### config.mk
export PLATFORM = sky130hd
export DESIGN_NAME = cbd_ibytes_tx
export DESIGN_NICKNAME = d
export VERILOG_FILES = /design/src/rtl/cbd_ibytes_tx.sv
export SDC_FILE = /design/constraint.sdc
export NUM_CORES = 1
export LEC_CHECK = 0
export ABC_AREA = 1
export CAP_MARGIN = 20
export CORE_UTILIZATION = 28
export CTS_CLUSTER_SIZE = 16
export DETAILED_ROUTE_END_ITERATION = 16
export PLACE_DENSITY_LB_ADDON = 0.05
export SYNTH_ARGS = -nofsm -noshare
export SYNTH_HDL_FRONTEND = slang
export SYNTH_SLANG_ARGS = --single-unit
### constraint.sdc
create_clock -name i_clk -period 6.04 [get_ports i_clk]
set_clock_uncertainty 0.05 [all_clocks]
set_input_delay 1.208 -clock i_clk [delete_from_list [all_inputs] [get_ports i_clk]]
set_output_delay 1.208 -clock i_clk [all_outputs]
set_load 0.005 [all_outputs]
### src/rtl/cbd_ibytes_tx.sv
// Lane-to-word bridge between the Keccak squeeze port and cbd: buffers lanes in a small FIFO,
// sends exactly 16 (eta=2) or 24 (eta=3) words and asks for one extra squeeze when needed.
module cbd_ibytes_tx #(
  parameter int unsigned W          = 64,
  parameter int unsigned RATE_LANES = 17,
  parameter int unsigned N_ETA2     = 16,
  parameter int unsigned N_ETA3     = 24,
  parameter int unsigned DEPTH      = 2
) (
  input  logic         i_clk,
  input  logic         i_rst,
  input  logic         i_start,
  input  logic [1:0]   i_eta,
  input  logic [W-1:0] i_lane,
  input  logic         i_lane_valid,
  output logic         o_lane_ready,
  output logic         o_squeeze_req,
  output logic [W-1:0] o_ibytes,
  output logic         o_ibytes_valid,
  input  logic         i_ibytes_ready,
  output logic         o_busy,
  output logic         o_done
);

  localparam int unsigned CW = $clog2(N_ETA3 + 1);
  localparam int unsigned RW = $clog2(RATE_LANES);
  localparam int unsigned PW = (DEPTH > 1) ? $clog2(DEPTH) : 1;
  localparam int unsigned OW = $clog2(DEPTH) + 1;

  typedef enum logic [1:0] {
    S_IDLE = 2'd0,
    S_RUN  = 2'd1,
    S_DONE = 2'd2
  } state_e;

  state_e          state_q;
  logic [1:0]      eta_q;
  logic [CW-1:0]   in_cnt_q;
  logic [CW-1:0]   out_cnt_q;
  logic [RW-1:0]   rate_cnt_q;
  logic            squeeze_q;
  logic [W-1:0]    mem_q [DEPTH];
  logic [PW-1:0]   wr_ptr_q;
  logic [PW-1:0]   rd_ptr_q;
  logic [OW-1:0]   occ_q;

  logic [CW-1:0]   n_c;
  logic            fifo_full_c;
  logic            fifo_empty_c;
  logic            lane_ready_c;
  logic            lane_hs_c;
  logic            out_hs_c;

  assign n_c          = (eta_q == 2'd3) ? CW'(N_ETA3) : CW'(N_ETA2);
  assign fifo_full_c  = (occ_q == OW'(DEPTH));
  assign fifo_empty_c = (occ_q == '0);
  assign lane_ready_c = (state_q == S_RUN) && !fifo_full_c && (in_cnt_q < n_c);
  assign lane_hs_c    = i_lane_valid && lane_ready_c;
  assign out_hs_c     = !fifo_empty_c && i_ibytes_ready;

  // Control: FSM, counters, squeeze pulse and FIFO pointers
  always_ff @(posedge i_clk) begin
    if (i_rst) begin
      state_q    <= S_IDLE;
      eta_q      <= 2'd0;
      in_cnt_q   <= '0;
      out_cnt_q  <= '0;
      rate_cnt_q <= '0;
      squeeze_q  <= 1'b0;
      wr_ptr_q   <= '0;
      rd_ptr_q   <= '0;
      occ_q      <= '0;
    end else begin
      squeeze_q <= 1'b0;
      case (state_q)
        S_IDLE: begin
          if (i_start && (i_eta == 2'd2 || i_eta == 2'd3)) begin
            state_q    <= S_RUN;
            eta_q      <= i_eta;
            in_cnt_q   <= '0;
            out_cnt_q  <= '0;
            rate_cnt_q <= '0;
          end
        end
        S_RUN: begin
          if (lane_hs_c) begin
            in_cnt_q <= in_cnt_q + CW'(1);
            if (rate_cnt_q == RW'(RATE_LANES - 1)) begin
              rate_cnt_q <= '0;
              // another rate block is needed only if more lanes remain after this one
              squeeze_q  <= (in_cnt_q + CW'(1)) < n_c;
            end else begin
              rate_cnt_q <= rate_cnt_q + RW'(1);
            end
          end
          if (out_hs_c) begin
            out_cnt_q <= out_cnt_q + CW'(1);
            if (out_cnt_q == n_c - CW'(1)) state_q <= S_DONE;
          end
        end
        S_DONE:  state_q <= S_IDLE;
        default: state_q <= S_IDLE;
      endcase

      if (lane_hs_c) wr_ptr_q <= wr_ptr_q + PW'(1);
      if (out_hs_c)  rd_ptr_q <= rd_ptr_q + PW'(1);
      case ({lane_hs_c, out_hs_c})
        2'b10:   occ_q <= occ_q + OW'(1);
        2'b01:   occ_q <= occ_q - OW'(1);
        default: occ_q <= occ_q;
      endcase
    end
  end

  // FIFO storage; contents are don't-care while empty because the output is gated
  always_ff @(posedge i_clk) begin
    if (lane_hs_c) mem_q[wr_ptr_q] <= i_lane;
  end

  assign o_lane_ready   = lane_ready_c;
  assign o_squeeze_req  = squeeze_q;
  assign o_ibytes_valid = !fifo_empty_c;
  assign o_ibytes       = fifo_empty_c ? '0 : mem_q[rd_ptr_q];
  assign o_busy         = (state_q != S_IDLE);
  assign o_done         = (state_q == S_DONE);

endmodule
==> impl_metrics.yaml <==
outcome:
  status: "finished, final reports clean"
route:
  drt_wl_total_um: 14700
  drt_first_pass_iters: 4
  post-route-drc-count: 0
  avgViaCountPerCell: 4.39
  detailroute.via_count: 4205
  postRouteAntennaNets: 0
  wire_length_per_cell_um: 15.4
  dr.first_iter.drc_count: 135
finish:
  sequential_cell_area_sq_mm: 0.00435
  area_occupied_by_multi_input_gates_sq_mm: 0.00155
  finish.utilization_pct: 39.3
  area_growth_pct: 37.2
  stdcell_area_sq_mm: 0.00832
  layout.filler_cells: 2040
  fraction_of_final_layout_cells_sized_beyond_drive_strength_1_pct: 7.32
  final_nets: 746
  antenna_cells: 0
cts:
  worst_setup_hold_path_clk_slew_ps: 60
  cts_setup_buffers: 0
  number_of_cts_inserted_buffers: 17
  tritoncts_clock_tree: "built"
  cts-resized-gates: 0
  clkLatencyLatePin_ps: 410
  clock-sinks: 153
  cts_htree_levels: 4
  clockBufferDepth: 2
  cts_hold_buf: 0
  clock_tree.root_cell: "sky130_fd_sc_hd__clkbuf_16"
logic_synthesis:
  synth.yosys.seq_area_share_pct: 71.6
  ys_top_cells_by_area: "sky130_fd_sc_hd__edfxtp_1 (63%), sky130_fd_sc_hd__nand2_1 (10%), sky130_fd_sc_hd__dfxtp_1 (8.2%), sky130_fd_sc_hd__a21oi_1 (6.5%), sky130_fd_sc_hd__nor2_1 (2.1%)"
  synthCells: 531
  avgSynthCellArea_sq_um: 11.4
  synth.yosys.warnings: 0
  synth_top_flop_cell: "sky130_fd_sc_hd__edfxtp_1"
  yosysTopAreaCell: "sky130_fd_sc_hd__edfxtp_1"
  syn_nets: 607
  synth.cell_area_sq_mm: 0.00607
  ys_ff_latch: 153
  async_set_or_reset_flop_fraction_in_the_synthesized_netlist_pct: 0
  yosys.area.top_type_share_pct: 63.3
  synth_enable_flop_cells: 128
  synthDistinctLibCells: 28
setup_path:
  worstSetupEndpointType: "output pin"
  reg2reg_from: "state_q[1]"
  max_stage_delay_ps: 590
  worstPathArrival_ps: 2310
  req_time_crit_path_ps: 4780
  critical-path-top-delay-family: "buffers and inverters"
  critical_path_buffer_and_inverter_count: 2
  timing_worst_setup_path_type: "flop to output pin"
  slowest_stage: "sky130_fd_sc_hd__buf_4"
  crit_chain: "buf_4, nand2_1, a21oi_1, clkdlybuf4s50_1"
  timing.critical_path.from_type: "flop"
  cp_max_fo: 64
global_route:
  gr-usage-all-layers_pct: 13.8
  grt_max_degree: 65
  antenna_found_initial: 0
  grt-ovfl-total: 0
  number_of_global_route_vias_before_repair: 4179
  grt_first_pass_wirelength_um: 22600
place:
  detailedPlacementHpwl_um: 9360
  detailed_place.area_sq_mm: 0.00777
  finalWeightedCongestion: 0.693
  port_buffers: 139
floorplan:
  chipWidth_um: 149
  initial_utilization_pct: 28.7
  floorplan.core_area_sq_mm: 0.0212
  chipHeight_um: 149
  ioPinCount: 140
  die_area_sq_mm: 0.0223
  row_count: 53
sta:
  setup_viol: 0
  max_freq_ghz: 0.280
  min_period_over_period_pct: 59.1
  worst_slew_pin_slew_ps: 752
  unrepaired_setup_endpoints_after_global_routing: "no"
  setup_total_negative_slack_ps: 0
  timing.final.hold_violations: 0
  timing.hold.ws_ps: 398
  max_slew_margin_pct: 49.9
  final.min_clock_period_ps: 3570
  final-max-slew-violation-count: 0
power:
  clock_power_share_pct: 31.4
  seqPwrFrac_pct: 39.9
  switching_share_pct: 29.2
  vdd_drop_max_uv: 207
  power_density_mw_per_mm2: 376
  power.combinational.fraction_pct: 28.8
  cellLeakagePower_nw: 2.94
  total_switching_power_mw: 0.914
  cell_internal_pwr_mw: 2.21
worst_hold_path:
  worst_hold_startpoint: "rd_ptr_q"
  timing.hold.worst.class: "flop to flop"
job:
  maxCapViolCount: 0
## path summary, 6_finish.rpt
check / endpoint / slack, ps / cells past startpoint
setup / recovery: o_ibytes[37] / 2470 / 4
hold / removal: flop / 400 / 1
setup reg to reg: mem_q[1][63] / 3340 / 6
hold reg to reg: flop / 400 / 1
## power groups by stage
stage | Clock, mW | Combinational (mW) | Sequential, mW
2_1_floorplan | 0 | 0.400 | 1.27
3_3_place_gp | 0 | 0.901 | 1.27
3_5_place_dp | 0 | 0.924 | 1.27
4_1_cts | 1.01 | 0.926 | 1.25
5_1_grt | 1.05 | 1.00 | 1.25
6_report | 0.981 | 0.900 | 1.25
## layout make-up
class	instances	area share [%]
repair buffers	145	17.4
multi-input cells	332	18.6
well taps	275	4.13
inverters	21	0.947
clock buffers	17	5.11
flip-flops and latches	153	52.2
clock inverters	15	1.55
## flip-flops by register name, summed over array words and instances, names as in the netlist, named ones only
register,cells
wr_ptr_q,1
eta_q,2
rate_cnt_q,5
in_cnt_q,5
o_squeeze_req,1
out_cnt_q,5
occ_q,2
rd_ptr_q,1
state_q,2
mem_q,128
## synth_stat cells (2+ instances only)
library cell,count
sky130_fd_sc_hd__o21ai_0,9
sky130_fd_sc_hd__nor2_1,34
sky130_fd_sc_hd__nand3b_1,3
sky130_fd_sc_hd__nand2_2,3
sky130_fd_sc_hd__xor2_1,3
sky130_fd_sc_hd__inv_1,20
sky130_fd_sc_hd__buf_2,9
sky130_fd_sc_hd__a22oi_1,2
sky130_fd_sc_hd__nand4_1,2
sky130_fd_sc_hd__clkbuf_1,14
sky130_fd_sc_hd__nand2_1,164
sky130_fd_sc_hd__o21bai_1,2
sky130_fd_sc_hd__nor2_4,2
sky130_fd_sc_hd__ha_1,5
sky130_fd_sc_hd__dfxtp_1,25
sky130_fd_sc_hd__nor3_1,2
sky130_fd_sc_hd__nand3_1,16
sky130_fd_sc_hd__edfxtp_1,128
sky130_fd_sc_hd__a21oi_1,79
## per-layer routing
| layer | vias to the layer above | GRT usage [%] | part of all wire, % |
|---|---|---|---|
| li1 | 2106 | - | - |
| met1 | 1982 | 16.7 | 43 |
| met2 | 99 | 23.3 | 50 |
| met3 | 18 | 3.79 | 4.7 |
| met4 | 0 | 4.95 | 1.6 |
| met5 | - | 0 | 0 |
## logic make-up after synthesis
family | after synthesis | share of synthesized area (%)
simple gates | 231 | 15.8
flops | 153 | 71.6
compound gates | 92 | 7.75
buf+inv | 46 | 3.22
fa+ha+maj | 5 | 1.03
xor+xnor | 4 | 0.577
## metrics by stage
stage	power [mW]	cells	setup slack (ps)
2_1_floorplan	1.67	531	1330
3_3_place_gp	2.17	925	2340
3_5_place_dp	2.19	926	2310
4_1_cts	3.18	958	2410
5_1_grt	3.31	958	2290
6_report	3.13	958	2470
## cell usage in the layout (no fill, tap or decap), types with 3 or more instances in the layout
cell type,instances
sky130_fd_sc_hd__dfxtp_1,24
sky130_fd_sc_hd__edfxtp_1,128
sky130_fd_sc_hd__nand2_2,3
sky130_fd_sc_hd__nor2_1,31
sky130_fd_sc_hd__nor2_4,5
sky130_fd_sc_hd__xor2_1,3
sky130_fd_sc_hd__clkinv_2,4
sky130_fd_sc_hd__a21oi_1,79
sky130_fd_sc_hd__nand3b_1,3
sky130_fd_sc_hd__nand2_1,164
sky130_fd_sc_hd__nand3_1,16
sky130_fd_sc_hd__clkbuf_16,17
sky130_fd_sc_hd__clkdlybuf4s50_1,139
sky130_fd_sc_hd__ha_1,5
sky130_fd_sc_hd__buf_4,5
sky130_fd_sc_hd__o21ai_0,9
sky130_fd_sc_hd__clkinv_4,5
sky130_fd_sc_hd__inv_1,20
No activity file was read; power rests on OpenSTA's default activity.
